==> src/rtl/hazard_ctrl.sv <==
// Central hazard controller: load-use bubbles, memory-wait freeze, branch flush (deferred across memory stalls),
// EX-stage forwarding selects, plus a saturating stall counter and a sticky memory-timeout flag.
module hazard_ctrl #(
  parameter int CNT_W       = 16,
  parameter int MEM_TIMEOUT = 255
) (
  input  logic             clk,
  input  logic             rst_n,
  input  logic [4:0]       id_rs,
  input  logic [4:0]       id_rt,
  input  logic             id_uses_rs,
  input  logic             id_uses_rt,
  input  logic [4:0]       ex_rs,
  input  logic [4:0]       ex_rt,
  input  logic             ex_memtoreg,
  input  logic             ex_branch_taken,
  input  logic [4:0]       mem_rd,
  input  logic             mem_regwrite,
  input  logic             mem_access,
  input  logic             mem_ready,
  input  logic [4:0]       wb_rd,
  input  logic             wb_regwrite,
  output logic             hold_front,
  output logic             ifid_flush,
  output logic             bubble,
  output logic             hold_back,
  output logic [1:0]       fwd_a,
  output logic [1:0]       fwd_b,
  output logic [CNT_W-1:0] stall_cnt,
  output logic             mem_error
);

  typedef enum logic {RUN, MEM_WAIT} state_t;

  localparam logic [15:0] TIMEOUT = 16'(MEM_TIMEOUT);

  state_t           state_q, state_d;
  logic             flush_pend_q, flush_pend_d;
  logic [15:0]      wcnt_q, wcnt_d;
  logic [CNT_W-1:0] stall_cnt_q, stall_cnt_d;
  logic             mem_error_q, mem_error_d;

  logic memstall, lu, flushing;
  logic hf_run, flush_run, bub_run, hb_run;

  assign memstall = mem_access & ~mem_ready;

  assign lu = ex_memtoreg && (ex_rt != 5'd0) &&
              ((id_uses_rs && (id_rs == ex_rt)) || (id_uses_rt && (id_rt == ex_rt)));

  // Flushes only fire in RUN: a branch seen during a memory wait is parked in
  // flush_pend and replayed on the first RUN cycle after the wait releases.
  assign flushing = (state_q == RUN) && (ex_branch_taken || flush_pend_q);

  always_comb begin
    hf_run    = 1'b0;
    flush_run = 1'b0;
    bub_run   = 1'b0;
    hb_run    = 1'b0;
    if (memstall) begin
      hf_run = 1'b1;
      hb_run = 1'b1;
    end else if (flushing) begin
      flush_run = 1'b1;
      bub_run   = 1'b1;
    end else if (lu) begin
      hf_run  = 1'b1;
      bub_run = 1'b1;
    end
  end

  // Outputs are forced to a safe freeze while reset is asserted.
  assign hold_front = ~rst_n | hf_run;
  assign bubble     = ~rst_n | bub_run;
  assign ifid_flush = rst_n & flush_run;
  assign hold_back  = rst_n & hb_run;

  always_comb begin
    state_d      = state_q;
    flush_pend_d = flush_pend_q;
    wcnt_d       = wcnt_q;
    mem_error_d  = mem_error_q;
    stall_cnt_d  = stall_cnt_q;

    case (state_q)
      RUN: begin
        wcnt_d = 16'd0;
        if (memstall) begin
          state_d = MEM_WAIT;
          if (ex_branch_taken) flush_pend_d = 1'b1;
        end else begin
          flush_pend_d = 1'b0;
        end
      end
      MEM_WAIT: begin
        if (ex_branch_taken) flush_pend_d = 1'b1;
        if (mem_ready) begin
          state_d = RUN;
        end else if (memstall && (wcnt_q != TIMEOUT)) begin
          wcnt_d = wcnt_q + 16'd1;
        end
        if (wcnt_d == TIMEOUT) mem_error_d = 1'b1;
      end
      default: state_d = RUN;
    endcase

    if (hf_run && (stall_cnt_q != {CNT_W{1'b1}})) stall_cnt_d = stall_cnt_q + CNT_W'(1);
  end

  always_ff @(posedge clk or negedge rst_n) begin
    if (!rst_n) begin
      state_q      <= RUN;
      flush_pend_q <= 1'b0;
      wcnt_q       <= 16'd0;
      stall_cnt_q  <= '0;
      mem_error_q  <= 1'b0;
    end else begin
      state_q      <= state_d;
      flush_pend_q <= flush_pend_d;
      wcnt_q       <= wcnt_d;
      stall_cnt_q  <= stall_cnt_d;
      mem_error_q  <= mem_error_d;
    end
  end

  function automatic logic [1:0] fwd_sel(input logic [4:0] src);
    if (mem_regwrite && (mem_rd != 5'd0) && (mem_rd == src)) return 2'b10;
    else if (wb_regwrite && (wb_rd != 5'd0) && (wb_rd == src)) return 2'b01;
    else return 2'b00;
  endfunction

  always_comb begin
    fwd_a = 2'b00;
    fwd_b = 2'b00;
    if (rst_n) begin
      fwd_a = fwd_sel(ex_rs);
      fwd_b = fwd_sel(ex_rt);
    end
  end

  assign stall_cnt = stall_cnt_q;
  assign mem_error = mem_error_q;

endmodule

==> config.mk <==
export PLATFORM = sky130hd
export DESIGN_NAME = hazard_ctrl
export DESIGN_NICKNAME = d
export VERILOG_FILES = /design/src/rtl/hazard_ctrl.sv
export SDC_FILE = /design/constraint.sdc
export NUM_CORES = 1
export LEC_CHECK = 0
export BUFFER_PORTS_ARGS = -buffer_cell sky130_fd_sc_hd__buf_2
export CORE_MARGIN = 4
export CORE_UTILIZATION = 35
export DETAILED_ROUTE_END_ITERATION = 6
export SLEW_MARGIN = 20
export SYNTH_ARGS = -nofsm -noshare
export SYNTH_HDL_FRONTEND = slang
export SYNTH_SLANG_ARGS = --single-unit
==> constraint.sdc <==
create_clock -name clk -period 4.48 [get_ports clk]
set_input_delay 0 -clock clk [delete_from_list [all_inputs] [get_ports clk]]
set_output_delay 0 -clock clk [all_outputs]
set_load 0.01 [all_outputs]
# ---- Word-level counts from Yosys, hierarchy flattened
# Cells that the tools add are included.
# W data, S select, Z words.
dict set report word_totals {
  reg_bits 35
  out_inout_bits 25
}
dict set report classes {
  add_sub_neg 2
  n_eq_ne 9
  muxes 23
  n_bitwise 8
  n_reduce_logical 19
}
# cell count
set ops {}
lappend ops {{$mux W16} 3}
lappend ops {{$add A16 B1 Y16 const B} 2}
lappend ops {{$pmux W16 S2} 1}
lappend ops {{$eq A5 B5 Y1} 6}
lappend ops {{$eq A16 B8 Y1 const B} 1}
lappend ops {{$ne A16 B16 Y1 const B} 1}
lappend ops {{$ne A16 B8 Y1 const B} 1}
lappend ops {{$reduce_bool A5 Y1} 3}
lappend ops {{$logic_and A1 B1 Y1} 13}
lappend ops {{$mux W1} 13}
lappend ops {{$mux W2} 4}
lappend ops {{$pmux W1 S2} 2}
lappend ops {{$and A1 B1 Y1} 3}
lappend ops {{$not A1 Y1} 3}
lappend ops {{$logic_or A1 B1 Y1} 2}
lappend ops {{$or A1 B1 Y1} 2}
lappend ops {{$reduce_and A2 Y1} 1}

# ---- Depth between registers and ports, before layout
dict set report logic_depth {
  ltp_word 8
  depth_mapped 8
  mapped_depth_nobuf 7
}

# ---- Worst setup path after synthesis
# OpenSTA, ideal clock, no wires.
dict set report synth_path {
  kind {flip-flop to flip-flop}
  start {register wcnt_q[0]}
  end {register mem_error_q, in the netlist mem_error}
  arrival_time_ps 1860
  required_time_ps 4414
  slack_ps 2553
  path_stages_with_launch 8
  path_buffers 0
  period_less_slack_ps 1927
  path_cell_list {dfrtp_1 > ha_1 > and3_1 > nand4_1 > nand2_1 > or4_1 > a31oi_1 > a41o_1}
}
dict set report synth_between {
  elab_chain_cells 7
  word_cells_on_any_way 8
}
# element line
set synth_rtl {}
lappend synth_rtl {{from (decl)} 39} ;# logic [15:0] wcnt_q, wcnt_d;
lappend synth_rtl {{from (signal assigned)} 120} ;# wcnt_q <= wcnt_d;
lappend synth_rtl {{parallel branches: the longest is 3 deep, another holds $add A16 B1 Y16} n/a}
lappend synth_rtl {{$mux W16 (*)} 97} ;# if (mem_ready) begin
lappend synth_rtl {{$mux W16 (*)} 85} ;# case (state_q)
lappend synth_rtl {{$eq A16 B8 Y1 (*)} 102} ;# if (wcnt_d == TIMEOUT) mem_error_d = 1'b1;
lappend synth_rtl {{$reduce_and A2 Y1 (no source line) (*)} n/a}
lappend synth_rtl {{to (signal assigned)} 122} ;# mem_error_q <= mem_error_d;
lappend synth_rtl {{to (decl)} 41} ;# logic mem_error_q, mem_error_d;
# Mark *: on every way between the ends. The select of a mux whose other input is x is not followed.
# A chain may end at the register's enable or synchronous reset.

# ---- Worst setup path in the final report
dict set report layout_path {
  start {register stall_cnt_q[2], in the netlist stall_cnt[2]}
  end {register stall_cnt_q[1], in the netlist stall_cnt[1]}
}
dict set report layout_between {
  elab_chain_cells 2
}
# element line
set layout_rtl {}
lappend layout_rtl {{from (decl)} 40} ;# logic [CNT_W-1:0] stall_cnt_q, stall_cnt_d;
lappend layout_rtl {{from (signal assigned)} 121} ;# stall_cnt_q <= stall_cnt_d;
lappend layout_rtl {{$ne A16 B16 Y1} 107} ;# if (hf_run && (stall_cnt_q != {CNT_W{1'b1}})) stall_cnt_d = stall_cnt_q + CNT_W'(1);
lappend layout_rtl {{$logic_and A1 B1 Y1} 107}
# Every way passes these cells.

==> flow_summary.yaml <==
run_status:
  status: "complete, no violations"
drt:
  viasPerCell: 4.97
  drc: 0
  antenna_left: 0
  dr.pass1.iters: 4
  first_iter_violations: 68
  num_vias: 2073
  totalWireLength_um: 5620
  post_drt_wl_per_cell_um: 13.5
clock_tree:
  clk_latency_ns: 0.29
  cts.path.max_buffers: 2
  cts-root-buf: "clkbuf_8"
  cts_resized: 0
  clk_pin_slew_ns: 0.07
  cts_tree: "done"
  post_cts_buffers: 0
  cts_sinks: 35
  htreeDepth: 2
  cts_buffers: 5
placement:
  place_hpwl_um: 4270
  gp_congestion: 0.819
  io_buffers: 64
  place_area_um2: 2850
setup_path:
  reg2reg_slack_ns: 2.11
  slowest_stage: "nor3_2"
  worstPathArrival_ns: 2.55
  path_class: "reg2reg"
  slowest_delay_ns: 0.90
  cp_max_fo: 14
  cp.required_ns: 4.66
  cp-start-kind: "flip-flop"
  cp-end-kind: "flip-flop"
  worstPathCellList: "and4_1, nand4_1, nor3_2, nor2_2, mux2_4"
finish:
  regArea_um2: 876
  multi_input_area_um2: 1510
  fill_cells: 710
  diodes: 0
  fin_util_pct: 44.0
  nets: 362
  syn_to_final_growth_pct: 20.8
  final_cell_area_um2: 3000
  drive_gt1_share_pct: 28.3
yosys:
  synth-edff-count: 0
  syn_inst: 258
  syn_area_um2: 2480
  synth_cell_type_count: 50
  synth_largest_area_cell: "dfrtp_1"
  async_flop_share_pct: 100
  synthTopCellsByArea: "dfrtp_1, xor2_1, xnor2_1"
  synth-main-ff-cell: "dfrtp_1"
  yosys.cell_count.top_type: "dfrtp_1"
  syn_area_per_cell_um2: 9.63
  synth.ff_latch_count: 35
  yosysWarnings: 0
  synth.top_cell.area_share_pct: 35.2
  synth_common_cells: "dfrtp_1, xor2_1, xnor2_1, nand2_1, and2_1"
  ys_seq_area_share_pct: 35.2
  synth_nets: 300
die:
  start_util_pct: 36.4
  ioPinCount: 65
  dieArea_um2: 8510
  core-area_um2: 6830
  rows: 30
  die-height_um: 92.3
  die_w_um: 92.3
global_route:
  grt_pass1_vias: 1986
  grt_usage_pct: 13.4
  grt_pass1_wl_um: 9400
  grt_max_degree: 43
  antenna_found_initial: 0
  grt-ovfl-total: 0
timing:
  period_share_pct: 53.0
  finClkSkew_ns: 0.00712
  setup_viol: 0
  worst_pin_slew_ns: 1.06
  fmax_mhz: 421
  hold_viol: 0
  rsz0062_at_grt: "false"
  slew-limit-headroom_pct: 28.9
  tns_ns: 0
  final_max_slew_viol_count: 0
  min_period_ns: 2.37
pwr:
  p_per_area_nw_per_um2: 303
  ir_drop_v: 0.000126
  p_total_mw: 0.910
  power_leakage_nw: 1.37
min_path:
  hp-class: "in2async"
run:
  drv_cap: 0
## state kept, by name, summed over array words and instances, names as in the netlist
register and cells:
flush_pend_q 1, mem_error 1, stall_cnt 16, state_q 1
wcnt_q 16
## timing repair
item / 4_1_cts / 5_1_grt
endpoints found under the setup margin: 0 / 0
hold buffers: 4 / 0
hold endpoints to repair: 37 / 0
## cells by family after synthesis
logic type / Yosys count / synth area share [%]
AO/OA/AOI/OAI: 19 / 6.50
flip-flops: 35 / 35.2
adder cells (fa/ha/maj): 2 / 1.01
AND/OR/NAND/NOR: 121 / 30.8
XOR/XNOR: 61 / 21.5
multiplexers: 2 / 1.06
buffers and inverters: 18 / 3.93
## per-layer routing
layer	track usage (%)	vias up	part of all wire (%)
met4	5.07	0	2.0
met1	16.9	972	46
met3	2.30	9	4.3
met5	0	-	0
li1	-	1036	-
met2	22.6	56	48
## per-stage QoR
step	hold WS, ns	setup slack (ns)	instances
finish	0.290	2.11	417
detailed placement	0.0833	2.14	405
CTS	0.279	2.11	417
global placement	0.0836	2.21	405
floorplan	-0.296	2.55	258
global route	0.358	1.93	417
## critical path, delay by kind of cell, from the launching register on
kind             cells  cell delay [ns]
DFF                  1             0.44
muxes                1             0.33
and+or+nand+nor      4             1.49
## power by group
group	internal (mW)	switching (mW)	leakage, nW
Combinational	0.0967	0.125	0.847
Sequential	0.352	0.0459	0.465
Clock	0.166	0.125	0.0581
## worst paths after layout
path	from	end	cells past startpoint
max in group asynchronous	rst_n	stall_cnt[3]	3
min in group clk	mem_access	wcnt_q[14]	5
worst min-delay path	rst_n	wcnt_q[2]	3
worst max-delay path	stall_cnt[2]	stall_cnt[1]	5
worst max register to register	stall_cnt[2]	stall_cnt[1]	5
worst min register to register	stall_cnt[11]	stall_cnt[11]	1
## area by class of cell
cell class	instances	area share, %
sequential	35	29.2
inverter	4	0.500
clock inverter	3	1.46
tap	96	4.00
multi-input combinational	205	50.3
clock buffer	5	2.29
timing repair buffer	69	12.3
## cells in the final DEF (no fill, tap or decap), drive strengths merged, types with 2 or more instances in the layout
cell,synthesis,final
ha,2,2
nor4,16,16
xnor2,29,29
nor2b,3,3
nand2,22,22
dlygate4sd3,0,4
nor3,9,9
clkinv,0,2
clkbuf,4,5
and2,19,19
nand4,9,9
o21ai,5,5
and3,5,5
mux2,2,2
buf,10,65
a31oi,3,3
or4,5,5
o211ai,2,2
nor2,5,5
inv,4,4
xor2,32,32
dfrtp,35,35
nor4b,2,2
and4,5,5
nand3,15,15
Power figures use the tool's default switching activity.
